==> src/rtl/grostl_pkg.sv <==
// Shared types and constants for the masked Groestl SubBytes round scheduler.
package grostl_pkg;

  typedef enum logic [2:0] {
    StIdle,
    StRefresh,
    StSubP,
    StSubQ,
    StDone
  } sched_state_t;

  typedef logic [0:63][7:0] state_t;

  // x^64 + x^63 + x^61 + x^60 + 1, tapped at stages 64, 63, 61, 60
  localparam logic [63:0] LfsrTaps     = 64'hD800_0000_0000_0000;
  localparam logic [63:0] LfsrZeroSeed = 64'h1;

  function automatic logic [63:0] lfsr_next(input logic [63:0] s);
    return {s[62:0], ^(s & LfsrTaps)};
  endfunction

  // n may be 64, which must wrap to the identity
  function automatic logic [63:0] rotl64(input logic [63:0] x, input logic [6:0] n);
    logic [127:0] d;
    d = {x, x} << n;
    return d[127:64];
  endfunction

endpackage

==> src/rtl/grostl_mask_lfsr.sv <==
// 64-bit Fibonacci LFSR used as the mask source; an all-zero seed is replaced by 64'h1.
module grostl_mask_lfsr
  import grostl_pkg::*;
(
  input  logic        clk_i,
  input  logic        rst_ni,
  input  logic        load_i,
  input  logic        step_i,
  input  logic [63:0] seed_i,
  output logic [63:0] value_o
);

  logic [63:0] lfsr_q, lfsr_d;

  always_comb begin
    lfsr_d = lfsr_q;
    if (load_i) begin
      lfsr_d = (seed_i == '0) ? LfsrZeroSeed : seed_i;
    end else if (step_i) begin
      lfsr_d = lfsr_next(lfsr_q);
    end
  end

  always_ff @(posedge clk_i or negedge rst_ni) begin
    if (!rst_ni) begin
      lfsr_q <= LfsrZeroSeed;
    end else begin
      lfsr_q <= lfsr_d;
    end
  end

  assign value_o = lfsr_q;

endmodule

==> src/rtl/grostl_sbox_sched_m.sv <==
// Round scheduler for the masked Groestl SubBytes layer: alternates P and Q on one S-box array.
// Mask refresh and the LFSR exist only when GROSTL_MASKING_EN is defined.
module grostl_sbox_sched_m
  import grostl_pkg::*;
#(
  parameter int unsigned NROUNDS = 10,
  parameter int unsigned RND_W   = 4
) (
  input  logic             clk,
  input  logic             rst_n,
  input  logic             start,
  input  logic [63:0]      seed,
  output state_t           imask,
  output state_t           omask,
  output logic             sel_q,
  output logic             sb_en,
  output logic [RND_W-1:0] round,
  output logic             busy,
  output logic             done
);

  sched_state_t     state_q, state_d;
  logic [RND_W-1:0] round_q, round_d;
  logic             sb_en_q, sb_en_d;
  logic             sel_q_q, sel_q_d;
  logic             busy_q, busy_d;
  logic             done_q, done_d;

`ifdef GROSTL_MASKING_EN
  logic [2:0]  cnt_q, cnt_d;
  state_t      imask_q, imask_d, omask_q, omask_d;
  logic        lfsr_load, lfsr_step;
  logic [63:0] lfsr_val, lfsr_nxt, lfsr_rot;

  grostl_mask_lfsr u_lfsr (
    .clk_i   (clk),
    .rst_ni  (rst_n),
    .load_i  (lfsr_load),
    .step_i  (lfsr_step),
    .seed_i  (seed),
    .value_o (lfsr_val)
  );

  // Row k takes the post-step value; its omask row is that value rotated by 8*(k+1)
  assign lfsr_nxt = lfsr_next(lfsr_val);
  assign lfsr_rot = rotl64(lfsr_nxt, ({4'd0, cnt_q} + 7'd1) << 3);
  assign imask    = imask_q;
  assign omask    = omask_q;
`else
  logic unused_seed;
  assign unused_seed = ^seed;
  assign imask       = '0;
  assign omask       = '0;
`endif

  always_comb begin
    state_d = state_q;
    round_d = round_q;
`ifdef GROSTL_MASKING_EN
    cnt_d     = cnt_q;
    imask_d   = imask_q;
    omask_d   = omask_q;
    lfsr_load = 1'b0;
    lfsr_step = 1'b0;
`endif
    unique case (state_q)
      StIdle: begin
        if (start) begin
          round_d = '0;
`ifdef GROSTL_MASKING_EN
          cnt_d     = '0;
          lfsr_load = 1'b1;
          state_d   = StRefresh;
`else
          state_d   = StSubP;
`endif
        end
      end
      StRefresh: begin
`ifdef GROSTL_MASKING_EN
        lfsr_step = 1'b1;
        for (int j = 0; j < 8; j++) begin
          imask_d[{cnt_q, 3'(j)}] = lfsr_nxt[63-8*j -: 8];
          omask_d[{cnt_q, 3'(j)}] = lfsr_rot[63-8*j -: 8];
        end
        cnt_d = cnt_q + 3'd1;
        if (cnt_q == 3'd7) state_d = StSubP;
`else
        state_d = StIdle;
`endif
      end
      StSubP: state_d = StSubQ;
      StSubQ: begin
        if (round_q == RND_W'(NROUNDS - 1)) begin
          state_d = StDone;
        end else begin
          round_d = round_q + 1'b1;
`ifdef GROSTL_MASKING_EN
          state_d = StRefresh;
`else
          state_d = StSubP;
`endif
        end
      end
      StDone:  state_d = StIdle;
      default: state_d = StIdle;
    endcase

    // Outputs are registered from the next state so they line up with state_q
    sb_en_d = (state_d == StSubP) || (state_d == StSubQ);
    sel_q_d = (state_d == StSubQ);
    busy_d  = (state_d == StRefresh) || (state_d == StSubP) || (state_d == StSubQ);
    done_d  = (state_d == StDone);
  end

  always_ff @(posedge clk or negedge rst_n) begin
    if (!rst_n) begin
      state_q <= StIdle;
      round_q <= '0;
      sb_en_q <= 1'b0;
      sel_q_q <= 1'b0;
      busy_q  <= 1'b0;
      done_q  <= 1'b0;
`ifdef GROSTL_MASKING_EN
      cnt_q   <= '0;
      imask_q <= '0;
      omask_q <= '0;
`endif
    end else begin
      state_q <= state_d;
      round_q <= round_d;
      sb_en_q <= sb_en_d;
      sel_q_q <= sel_q_d;
      busy_q  <= busy_d;
      done_q  <= done_d;
`ifdef GROSTL_MASKING_EN
      cnt_q   <= cnt_d;
      imask_q <= imask_d;
      omask_q <= omask_d;
`endif
    end
  end

  assign round = round_q;
  assign sb_en = sb_en_q;
  assign sel_q = sel_q_q;
  assign busy  = busy_q;
  assign done  = done_q;

endmodule
==> config.mk <==
export PLATFORM = sky130hd
export DESIGN_NAME = grostl_sbox_sched_m
export DESIGN_NICKNAME = d
export VERILOG_FILES = /design/src/rtl/grostl_pkg.sv /design/src/rtl/grostl_mask_lfsr.sv /design/src/rtl/grostl_sbox_sched_m.sv
export SDC_FILE = /design/constraint.sdc
export NUM_CORES = 1
export LEC_CHECK = 0
export ABC_AREA = 1
export CAP_MARGIN = 20
export CORE_AREA = 4 4 424 426
export DETAILED_ROUTE_END_ITERATION = 6
export DIE_AREA = 0 0 428 430
export GPL_TIMING_DRIVEN = 0
export SLEW_MARGIN = 20
export SYNTH_ARGS = -nofsm -noshare
export SYNTH_HDL_FRONTEND = slang
export SYNTH_SLANG_ARGS = --single-unit
export TNS_END_PERCENT = 10
==> constraint.sdc <==
create_clock -name clk -period 1 [get_ports clk]
set_input_delay 0.3 -clock clk [delete_from_list [all_inputs] [get_ports clk]]
set_output_delay 0.3 -clock clk [all_outputs]
set_load 0.005 [all_outputs]
[Yosys cells after proc, flatten, opt, wreduce, memory -nomap -nowiden]
Index checks and enable logic that the tools add are counted.
Operators by class
  divide/modulo/power cells: 0
  order comparisons: 0
  multipliers: 0
  equality and inequality tests: 9
  add/sub/neg operators: 1
  reduce and logical (&&, ||, !) cells: 6
  bitwise logic cells: 0
  shift-type cells: 0
  mux-type cells: 6
Operators by type and width (count)
  $eq A3 B2 Y1 const B: 4
  $pmux W3 S3: 1
  $mux W4: 2
  $pmux W4 S2: 1
  $mux W3: 2
  $add A4 B1 Y4 const B: 1
  $eq A4 B4 Y1 const B: 1
  $ne A2 B2 Y1 const B: 2
  $eq A3 B1 Y1 const B: 1
  $eq A3 B3 Y1 const B: 1
  $logic_not A3 Y1: 1
  $logic_or A1 B1 Y1: 3
  $reduce_and A3 Y1: 1
  $reduce_bool A2 Y1: 1
Word-level totals
  bits in latches: 0
  logic and storage cells: 28
  input port bits: 67
  output and inout port bits: 1032
  bits in read-only memories: 0
  register bits after elaboration: 11
  memories: 0
  bits in writable memories: 0

[Logic depth before layout (Yosys ltp)]
  depth in word-level cells: 6
  mapped depth: 7
  depth with buffers taken out: 7

[Least setup slack after synthesis]
Ideal clock, no wire load.
  path kind: reg-to-reg
  start: register round_q[0] (netlist: round[0])
  end: register round_q[0] (netlist: round[0])
  data required time: 0.873 ns
  data arrival time: 0.949 ns
  stages on the path, launching flop included: 6
  path slack: -0.076 ns
  period minus slack after synthesis: 1.076 ns
  setup time: 0.127 ns
  buffers on the path: 0
  path through: dfrtp_1 > ha_1 > nand2_2 > nand2_4 > nand3_1 > o21ai_1
On the way
  word-level cells in the longest chain between the ends: 3
  elaborated cells on any way between the ends: 6
  those cells by class: add/sub (1); eq/ne (2); mux (2); reduce/logical (1)
Ends and longest elaborated chain
  from (decl): line grostl_sbox_sched_m.sv:23  | logic [RND_W-1:0] round_q, round_d;
  from (signal assigned): line grostl_sbox_sched_m.sv:131  | round_q <= round_d;
  $add A4 B1 Y4 or $eq A4 B4 Y1 (tied branches): line grostl_sbox_sched_m.sv:97, grostl_sbox_sched_m.sv:94
  $mux W4 or $ne A2 B2 Y1 (tied branches)
  $pmux W4 S2 or $reduce_and A3 Y1 (tied branches)
Parallel ways exist; a longest one is shown, timed or not. The select of a mux whose other input is x is not followed.
A chain may end at the register's enable or synchronous reset.

[Worst setup path after layout]
  start: register round_q[0] (netlist: round[0])
  end: register round_q[2] (netlist: round[2])
Same word-level chain as after synthesis.

==> results.json <==
{
  "status": "finished, violations left",
  "violations": "negative setup slack",
  "postPlaceCellArea_mm2": 0.0151,
  "required_ns": 1.13,
  "antenna_found_initial": 1,
  "hpwl_um": 17300,
  "combPwrFrac": 0.774,
  "clockPowerShare": 0.116,
  "num_io_pins": 1099,
  "gp_congestion": 0.651,
  "clock_sinks": 11,
  "switching_power_uw": 2340,
  "slew_viol_final": 0,
  "wire_per_inst_um": 3.85,
  "synth_mux_area_frac": 0,
  "critical-path-max-stage-delay_ns": 0.40,
  "synth_top_area_frac": 0.939,
  "ys_types": 18,
  "worst_setup_path_end_kind": "flip-flop",
  "p_seq_frac": 0.111,
  "cpMostUsedCell": "nand2_1",
  "core-area_mm2": 0.176,
  "synth_top_area_cell": "buf_4",
  "syn_area_mm2": 0.00818,
  "insertion_delay_ns": 0.24,
  "crit_type": "reg2reg",
  "drive_above_1_share": 0.499,
  "final_common_cell": "buf_4",
  "synth-seq-cells": 11,
  "dieHeight_um": 430,
  "cts_root_buffer": "clkbuf_16",
  "total_power_uw": 6380,
  "rsz0062_at_grt": "yes",
  "critPathLaunchType": "flip-flop",
  "maxCapViolCount": 0,
  "grt_pass1_vias": 4111,
  "hold_path.class": "in2async",
  "netlist_instances": 1074,
  "avgViaCountPerCell": 1.23,
  "setup_violations": 17,
  "p_leak_uw": 0.00928,
  "reg2reg_from": "round[0]$_DFFE_PN0P_",
  "ir_drop_mv": 0.442,
  "arrival_ns": 1.29,
  "worst_slew_pin_slew_ns": 0.499,
  "h-tree-depth": 1,
  "p_per_area_mw_per_mm2": 420,
  "grt_usage": 0.0155,
  "cts_buffers": 3,
  "cts_tree": "built",
  "max_freq_mhz": 864,
  "postSynthAreaPerCell_um2": 7.62,
  "die_area_mm2": 0.184,
  "grt_max_degree": 12,
  "synth_compound_area_frac": 0.00122,
  "start_util": 0.0466,
  "synthToLayoutAreaGrowth_pct": 85.8,
  "dr.pass1.iters": 4,
  "ys_seq_area_frac": 0.0336,
  "grt_pass1_wl_um": 22600,
  "cts.path.max_buffers": 2,
  "relSlewSlack": 0.667,
  "synth_top_family_by_area": "buffers and inverters",
  "synth-xor-area-share": 0.00107,
  "finalWirelength_um": 17200,
  "path_cells": "buf_6 -> ha_1 -> xnor2_1 -> nor2_1 -> nand2_1 -> nand2_1",
  "drc": 0,
  "antenna_left": 0,
  "intPower_uw": 4040,
  "yosys_warnings": 0,
  "vias": 5495,
  "cpLargestDelayFamily": "flip-flops",
  "die_w_um": 428,
  "fin_area_mm2": 0.0152,
  "hold_viol_final": 0,
  "synthAdderAreaFrac": 0.00306,
  "fin_ws_ns": -0.158,
  "slowest_stage": "dfrtp_2",
  "fin_skew_ns": 0.000482,
  "cp-startpoint": "round[0]$_DFFE_PN0P_",
  "sw_frac_of_total": 0.367,
  "first_iter_violations": 36,
  "final_cell_mix": "1028 x buf_4, 1024 x conb_1, 8 x dfrtp_1, 7 x nand2_1, 6 x nor2_1",
  "finalCritPeriodShare": 1.16,
  "cp_num_buf_inv": 1,
  "layout_min_cycle_time_ns": 1.16,
  "ys_top_cells_by_area": "buf_4 94%, dfrtp_1 3.4%, nand2_1 0.32%, nor2_1 0.32%, ha_1 0.31%",
  "path_max_fanout": 6,
  "nets": 2188,
  "rows": 154,
  "overflow": 0,
  "io_buffer_count": 10,
  "cts.clk_slew.worst_paths_ns": 0.04,
  "yosys.area_share.simple": 0.0191
}
==> cell families (layout without fill, tap and decap cells) <==
logic type,count (synthesis),count (layout)
fa+ha+maj,2,2
other cells,1,1025
compound gates,2,2
buf+inv,1028,1048
xor+xnor,1,1
flops,11,11
simple gates,29,30
==> synthesized netlist by cell type (all sizes together) <==
library cell  number
nor2               8
nand4              1
nand2             10
clkinv             1
ha                 2
dfrtp             11
nand3              7
o21ai              2
conb               1
xnor2              1
buf             1024
inv                3
nand3b             3
==> cell type report <==
| class | count | area, um2 |
|---|---|---|
| fillers | 20700 | 161000 |
| plain buffers | 1024 | 7690 |
| multi-input cells | 1059 | 4080 |
| well taps | 2340 | 2930 |
| flip-flops and latches | 11 | 279 |
| repair buffers | 16 | 131 |
| clock buffers | 4 | 78.8 |
| inverters | 4 | 18.8 |
| diodes | 1 | 2.50 |
==> flip-flops by register name (all words and copies together) (netlist names) <==
| signal | flops |
|---|---|
| busy | 1 |
| round | 4 |
| sel_q | 1 |
| sb_en | 1 |
| state_q | 3 |
| done | 1 |
==> layer usage <==
| layer | wire length (um) | up-vias | global-route usage | part of all wire |
|---|---|---|---|---|
| met5 | 0 | - | 0 | 0 |
| met4 | 421 | 0 | 0.0103 | 0.024 |
| met3 | 2370 | 5 | 0.00687 | 0.14 |
| met2 | 11100 | 407 | 0.0334 | 0.64 |
| met1 | 3330 | 1808 | 0.00975 | 0.19 |
| li1 | - | 3275 | - | - |
==> power groups by stage <==
| stage | Combinational (uW) | Clock, uW | Sequential [uW] |
|---|---|---|---|
| final | 4930 | 740 | 705 |
| after floorplan | 4090 | 0 | 715 |
| after global placement | 4510 | 0 | 738 |
| after CTS | 4670 | 761 | 703 |
| after detailed placement | 4500 | 0 | 736 |
| after global routing | 5530 | 793 | 719 |
==> path summary, 6_finish.rpt <==
| path | slack [ns] | endpoint | depth (start not counted) |
|---|---|---|---|
| worst min-delay path | 0.39 | round[3]$_DFFE_PN0P_ | 1 |
| worst min register to register | 0.49 | sel_q$_DFF_PN0_ | 1 |
| max in group asynchronous | 0.24 | round[2]$_DFFE_PN0P_ | 1 |
| worst max register to register | -0.16 | round[2]$_DFFE_PN0P_ | 6 |
| min in group clk | 0.49 | sel_q$_DFF_PN0_ | 1 |
| worst max-delay path | -0.16 | round[2]$_DFFE_PN0P_ | 6 |
==> per-stage QoR <==
step | hold slack [ns] | util | std cells | setup TNS, ns | setup slack, ns
finish | 0.395 | 0.0865 | 4459 | -1.46 | -0.158
global route | 0.452 | 0.0865 | 4459 | -2.13 | -0.188
CTS | 0.415 | 0.0865 | 4458 | -1.55 | -0.156
detailed placement | 0.480 | 0.0857 | 4447 | -4.76 | -0.600
global placement | 0.480 | 0.0857 | 4447 | -5.07 | -0.630
floorplan | 0.00441 | - | 2097 | -0.209 | -0.0612
==> repair_timing <==
item,CTS,global route
gates cloned,1,0
gates resized for setup,50,0
setup endpoints to repair,15,17
hold buffers,0,0
pin swaps,2,2
buffers inserted,6,0
Power figures use the tool's default switching activity.
==> variant 1 (same flow settings) <==
`RND_W`: 4 -> 6.
--- a/src/rtl/grostl_sbox_sched_m.sv
+++ b/src/rtl/grostl_sbox_sched_m.sv
@@ -5,5 +5,5 @@
 #(
   parameter int unsigned NROUNDS = 10,
-  parameter int unsigned RND_W   = 4
+  parameter int unsigned RND_W   = 6
 ) (
   input  logic             clk,
Ports: changed (resized round); port bits go from 1099 to 1101. No check against the original RTL was run, so the function may have changed too.
==> variant 1 against the unedited design <==
- the run still ends with negative setup slack left
- synthesized area is 2.1% higher
- global-route usage decreased by 0.13 points
- first-iteration DRC count down 11%
- count of clock-buffer cells in the layout down 1
- maximum frequency fell by 4.3%
- setup slack got worse by 0.052 ns
- core utilization up 0.11 points
- die area unchanged
- non-clock buffer count increased by 6
- power down 13%
- worst hold slack got worse by 0.35 ns
- largest cell class unchanged
- design area is 1.3% higher
- sequential cell count up 2
- routed wire length decreased by 3.0%
==> variant 1: results (changes against the unedited design) <==
Outcome
  • Outcome: finished, violations left
  • Failing checks: negative setup slack

Power
  • Pwr per Cell Area: 359.4 nW/um^2 (-14%)
  • Leakage: 9.384 nW (+1.2%)
  • Switching Share: 33.98% (-2.7 points)
  • Sw Pwr: 0.001880 W (-20%)
  • Clock power frac: 13.9% (+2.3 points)
  • Combinational Power: 0.00420 W (-15%)
  • Worst IR Drop VDD: 0.4836 mV (+9.4%)

Global routing
  • Largest net degree at the start of global routing: 14 (+2)
  • Initial antenna violation count: 0 (-1)
  • Met1 usage: 0.9795% (+0.0043 points)
  • Met3 usage: 0.7638% (+0.076 points)
  • First-pass GRT wire length: 22,290 um (-1.6%)
  • Vias in the first global route: 4,274 (+4.0%)
  • GRT Total Usage: 1.423% (-0.13 points)
  • Grt met2 use: 3.218% (-0.12 points)

Placement
  • Setup WS pre-CTS: -0.4580 ns (+0.1424 ns)
  • IO Port Bufs: 12 (+2)
  • Routability cong.: 0.6666 (+2.4%)
  • Placed Instance Area: 15,240 um^2 (+1.2%)
  • Cell count after placement: 4,472 (+0.56%)
  • HPWL Detailed: 16,740 um (-3.5%)

Synth
  • Synth Warn #: 0 (unchanged)
  • Ys async rst share: 100.0% (unchanged)
  • Sequential element share of the synthesized area: 3.895% (+0.53 points)
  • Post-Synthesis Cells: 1,097 (+2.1%)
  • Synth cell count leaders: 1,024 x buf_4, 16 x nand2_1, 13 x dfrtp_1
  • Cell variety after synth: 19 (+1)
  • Synth Register Bits: 13 (+2)
  • Top cells by area, synth: buf_4 92%, dfrtp_1 3.9%, nand2_1 0.72%, nand3_1 0.66%, nand3b_1 0.45%

Critical path
  • RR Startpoint: round[1]
  • Internal reg-to-reg setup slack: -0.20 ns (-0.04 ns)
  • R2R depth: 8 (+2)
  • Worst-path maximum fanout: 2 (-4)
  • Crit path DAT: 0.91 ns (-0.38 ns)

Timing
  • Final setup fails: 21 (+4)
  • Clock skew: 0.003728 ns (+0.003246 ns)
  • TNS Setup: -2.482 ns (-1.020 ns)
  • Final worst setup slack: -0.2101 ns (-0.05230 ns)
  • Max-slew headroom: 60.31% (-6.3 points)
  • WHS: 0.04470 ns (-0.3503 ns)

Cells and area
  • N_diodes: 0 (-1)
  • Fill cell count: 20,700 (+0.024%)
  • Layout cells sized above 1: 49.72% (-0.19 points)
  • Number of flip-flops in the largest register: 6 (+2)
  • Final net count: 2,216 (+1.3%)

Hold path
  • Worst min path class: in2async

Routing
  • Drt total wl: 16,670 um (-3.0%)
  • DR WL/cell: 3.717 um (-3.6%)
  • Drt initial violations: 32 (-11%)
  • Vias per cell: 1.262 (+2.4%)
-- variant 1: repair_timing --
item,in CTS,in global routing
pin swaps,3,3
buffers inserted,9,1
gates resized for setup,43,7
hold buffers,0,0
setup endpoints to repair,21,34
cloned,1,0
-- variant 1: final cells by class --
type / count / area share, %
timing repair buffer: 22 / 1.081
clock inverter: 1 / 0.03251
tap: 2340 / 19.02
multi-input combinational: 1077 / 27.12
sequential: 13 / 2.146
inverter: 6 / 0.1788
buffer: 1024 / 49.94
clock buffer: 3 / 0.4877
-- variant 1: critical path, cell delays in order, from the launching register on --
cell	delay [ns]
dfrtp_2	0.41
buf_4	0.14
buf_2	0.12
-- variant 1: how the worst max path moves through the flow --
| stage | from | to | slack, ns | depth (start not counted) |
|---|---|---|---|---|
| global placement | round[0] | round[0] | -0.45 | 1 |
| CTS | round[1] | round[2] | -0.20 | 8 |
| global route | round[1] | round[3] | -0.27 | 8 |
| finish | round[1] | round[1] | -0.21 | 2 |
| detailed placement | round[0] | round[0] | -0.46 | 1 |
| floorplan | round[1] | round[2] | -0.13 | 7 |
-- variant 1: cells by family (layout without fill, tap and decap cells) --
| kind of cell | count (synthesis) | after routing | share of synthesized area [%] |
|---|---|---|---|
| buffers and inverters | 1031 | 1056 | 92.48 |
| AND/OR/NAND/NOR | 49 | 50 | 3.176 |
| flip-flops | 13 | 13 | 3.895 |
| adder cells (fa/ha/maj) | 2 | 2 | 0.2996 |
| other | 1 | 1024 | 0.04490 |
| XOR/XNOR | 1 | 1 | 0.1049 |
-- variant 1: per-layer routing --
| layer | vias to the layer above | wire (um) |
|---|---|---|
| li1 | 3363 | - |
| met1 | 1874 | 3499 |
| met2 | 414 | 10640 |
| met5 | - | 0 |
| met3 | 9 | 2440 |
| met4 | 0 | 91 |
==> variant 2 (config.mk and constraints unchanged) <==
Made on the original files. Add an input register stage for `start`, cleared by the reset; this delays it by one clock. The other inputs are not delayed to match.
--- a/src/rtl/grostl_sbox_sched_m.sv
+++ b/src/rtl/grostl_sbox_sched_m.sv
@@ -19,4 +19,14 @@
   output logic             done
 );
+
+  logic start_q;
+
+  always_ff @(posedge clk or negedge rst_n) begin
+    if (!rst_n) begin
+      start_q <= '0;
+    end else begin
+      start_q <= start;
+    end
+  end
 
   sched_state_t     state_q, state_d;
@@ -66,5 +76,5 @@
     unique case (state_q)
       StIdle: begin
-        if (start) begin
+        if (start_q) begin
           round_d = '0;
 `ifdef GROSTL_MASKING_EN
Check against the original RTL: not equivalent (Yosys sat finds a counterexample within 4 cycles, from zero or initial values and one cycle with rst_n low).
==> variant 2 against the unedited design <==
- setup slack got worse by 0.12 ns
- combinational power rose by 4%
- power up 4.0%
- die area unchanged
- the flow still finishes with violations (negative setup slack)
- global-route usage about the same
- synthesized area increased by 0.31%
- design area rose by 0.53%
- sequential cell count rose by 1
- non-clock buffer count up 3
- critical path type unchanged
- first-iteration DRC count grew 130%
- routed wire length is 0.78% lower
- final cell count about the same
- critical path depth is the same
==> variant 2: results (changes against the unedited design) <==
Global routing
  • GRT Total Usage: 1.541% (-0.010 points)
  • First-pass GRT wire length: 22,470 um (-0.76%)
  • Largest net degree at the start of global routing: 13 (+1)
  • Initial antenna violation count: 1 (unchanged)
  • Vias in the first global route: 4,125 (+0.34%)

Placement
  • Cell count after placement: 4,449 (+0.045%)
  • Placed Instance Area: 15,080 um^2 (+0.15%)
  • Routability cong.: 0.6665 (+2.4%)
  • Setup WS pre-CTS: -0.6668 ns (-0.06643 ns)
  • HPWL Detailed: 17,290 um (-0.28%)

Routing
  • DR WL/cell: 3.821 um (-0.87%)
  • Vias: 5,469 (-0.47%)
  • Drt initial violations: 81 (+130%)

Synth
  • Cell variety after synth: 17 (-1)
  • Top_reg_cell synth: dfrtp_1
  • Syn Area/Cell: 7.628 um^2 (+0.12%)
  • Sequential element share of the synthesized area: 3.659% (+0.29 points)
  • Synth cell count leaders: 1,024 x buf_4, 12 x dfrtp_1, 7 x nand2_1, 7 x nor2_1, 5 x nand3_1
  • Top cells by area, synth: buf_4 94%, dfrtp_1 3.7%, nand2_1 0.32%, nor2_1 0.32%, ha_1 0.30%

CTS
  • Clk Latency, worst-skew pair: 0.24 ns (about the same)
  • CTS H-tree lvls: 1 (unchanged)

Critical path
  • Crit path DAT: 1.40 ns (+0.11 ns)
  • R2R depth: 6 (unchanged)
  • Worst-path maximum fanout: 5 (-1)
  • RR Startpoint: round[2]
  • CP Launch Type: register

Power
  • Worst IR Drop VDD: 0.5006 mV (+13%)
  • Leakage: 9.311 nW (+0.37%)

Cells and area
  • Final net count: 2,192 (+0.18%)
  • Fill cell count: 20,670 (-0.087%)
  • Layout cells sized above 1: 49.91% (about the same)
  • Final cell count without fillers: 4,463 (+0.090%)

Timing
  • Clock skew: 0.001529 ns (+0.001047 ns)
  • Worst-Margin Slew: 0.5514 ns (+0.05280 ns)
  • Final worst setup slack: -0.2802 ns (-0.1224 ns)
  • Final setup fails: 17 (unchanged)

Outcome
  • Failing checks: negative setup slack
  • Outcome: finished, violations left
==> variant 2: logic make-up after synthesis <==
kind of cell | after synthesis | synth area share, %
buffers and inverters | 1029 | 93.89
other | 1 | 0.04569
DFF | 12 | 3.659
and+or+nand+nor | 29 | 1.875
xor gates and xnor gates | 1 | 0.1067
adders and majority gates | 2 | 0.3048
AOI/OAI and AO/OA | 2 | 0.1220
==> variant 2: final cells by class <==
type / instances / area, um^2 / area share (%)
antenna: 1 / 2.502 / 0.01638
buffer: 1024 / 7687 / 50.31
clock buffer: 4 / 88.84 / 0.5813
inverter: 5 / 21.27 / 0.1392
sequential: 12 / 305.3 / 1.998
timing repair buffer: 19 / 163.9 / 1.073
tap: 2340 / 2928 / 19.16
multi-input combinational: 1058 / 4084 / 26.73
==> variant 2: metrics by stage <==
| step | TNS (ns) | hold WS (ns) |
|---|---|---|
| 2_1_floorplan | -0.6620 | 0.004409 |
| 3_3_place_gp | -4.779 | 0.4405 |
| 3_5_place_dp | -4.749 | 0.4428 |
| 4_1_cts | -2.541 | 0.4343 |
| 5_1_grt | -3.203 | 0.4668 |
| 6_report | -2.525 | 0.4223 |
==> variant 2: final timing paths <==
path	endpoint
max	sb_en
min	sb_en
max reg2reg	sb_en
min reg2reg	sel_q
max in group asynchronous	round[2]
min in group clk	sel_q
==> variant 2: timing repair <==
action / CTS / global route
setup endpoints to repair: 15 / 17
pin swaps: 8 / 3
resized for setup: 46 / 4
setup buffers: 8 / 1
hold endpoints to repair: 0 / 0
hold buffers: 0 / 0
==> variant 2: per-layer routing <==
layer / part of all wire (%) / track usage [%]
met2: 64 / 3.305
met1: 20 / 0.9775
met4: 2.4 / 1.048
met5: 0 / 0
met3: 13 / 0.6666
==> variant 2: power breakdown <==
part / internal [W] / switching, W
combinational: 0.00300 / 0.00211
sequential: 0.000645 / 0.0000865
clock: 0.000602 / 0.000192
==> variant 2: critical path: cells and delay by family (launching register included) <==
family	cells	cell delay, ns
buffers and inverters	1	0.17
AND/OR/NAND/NOR	5	0.59
flip-flops	1	0.41
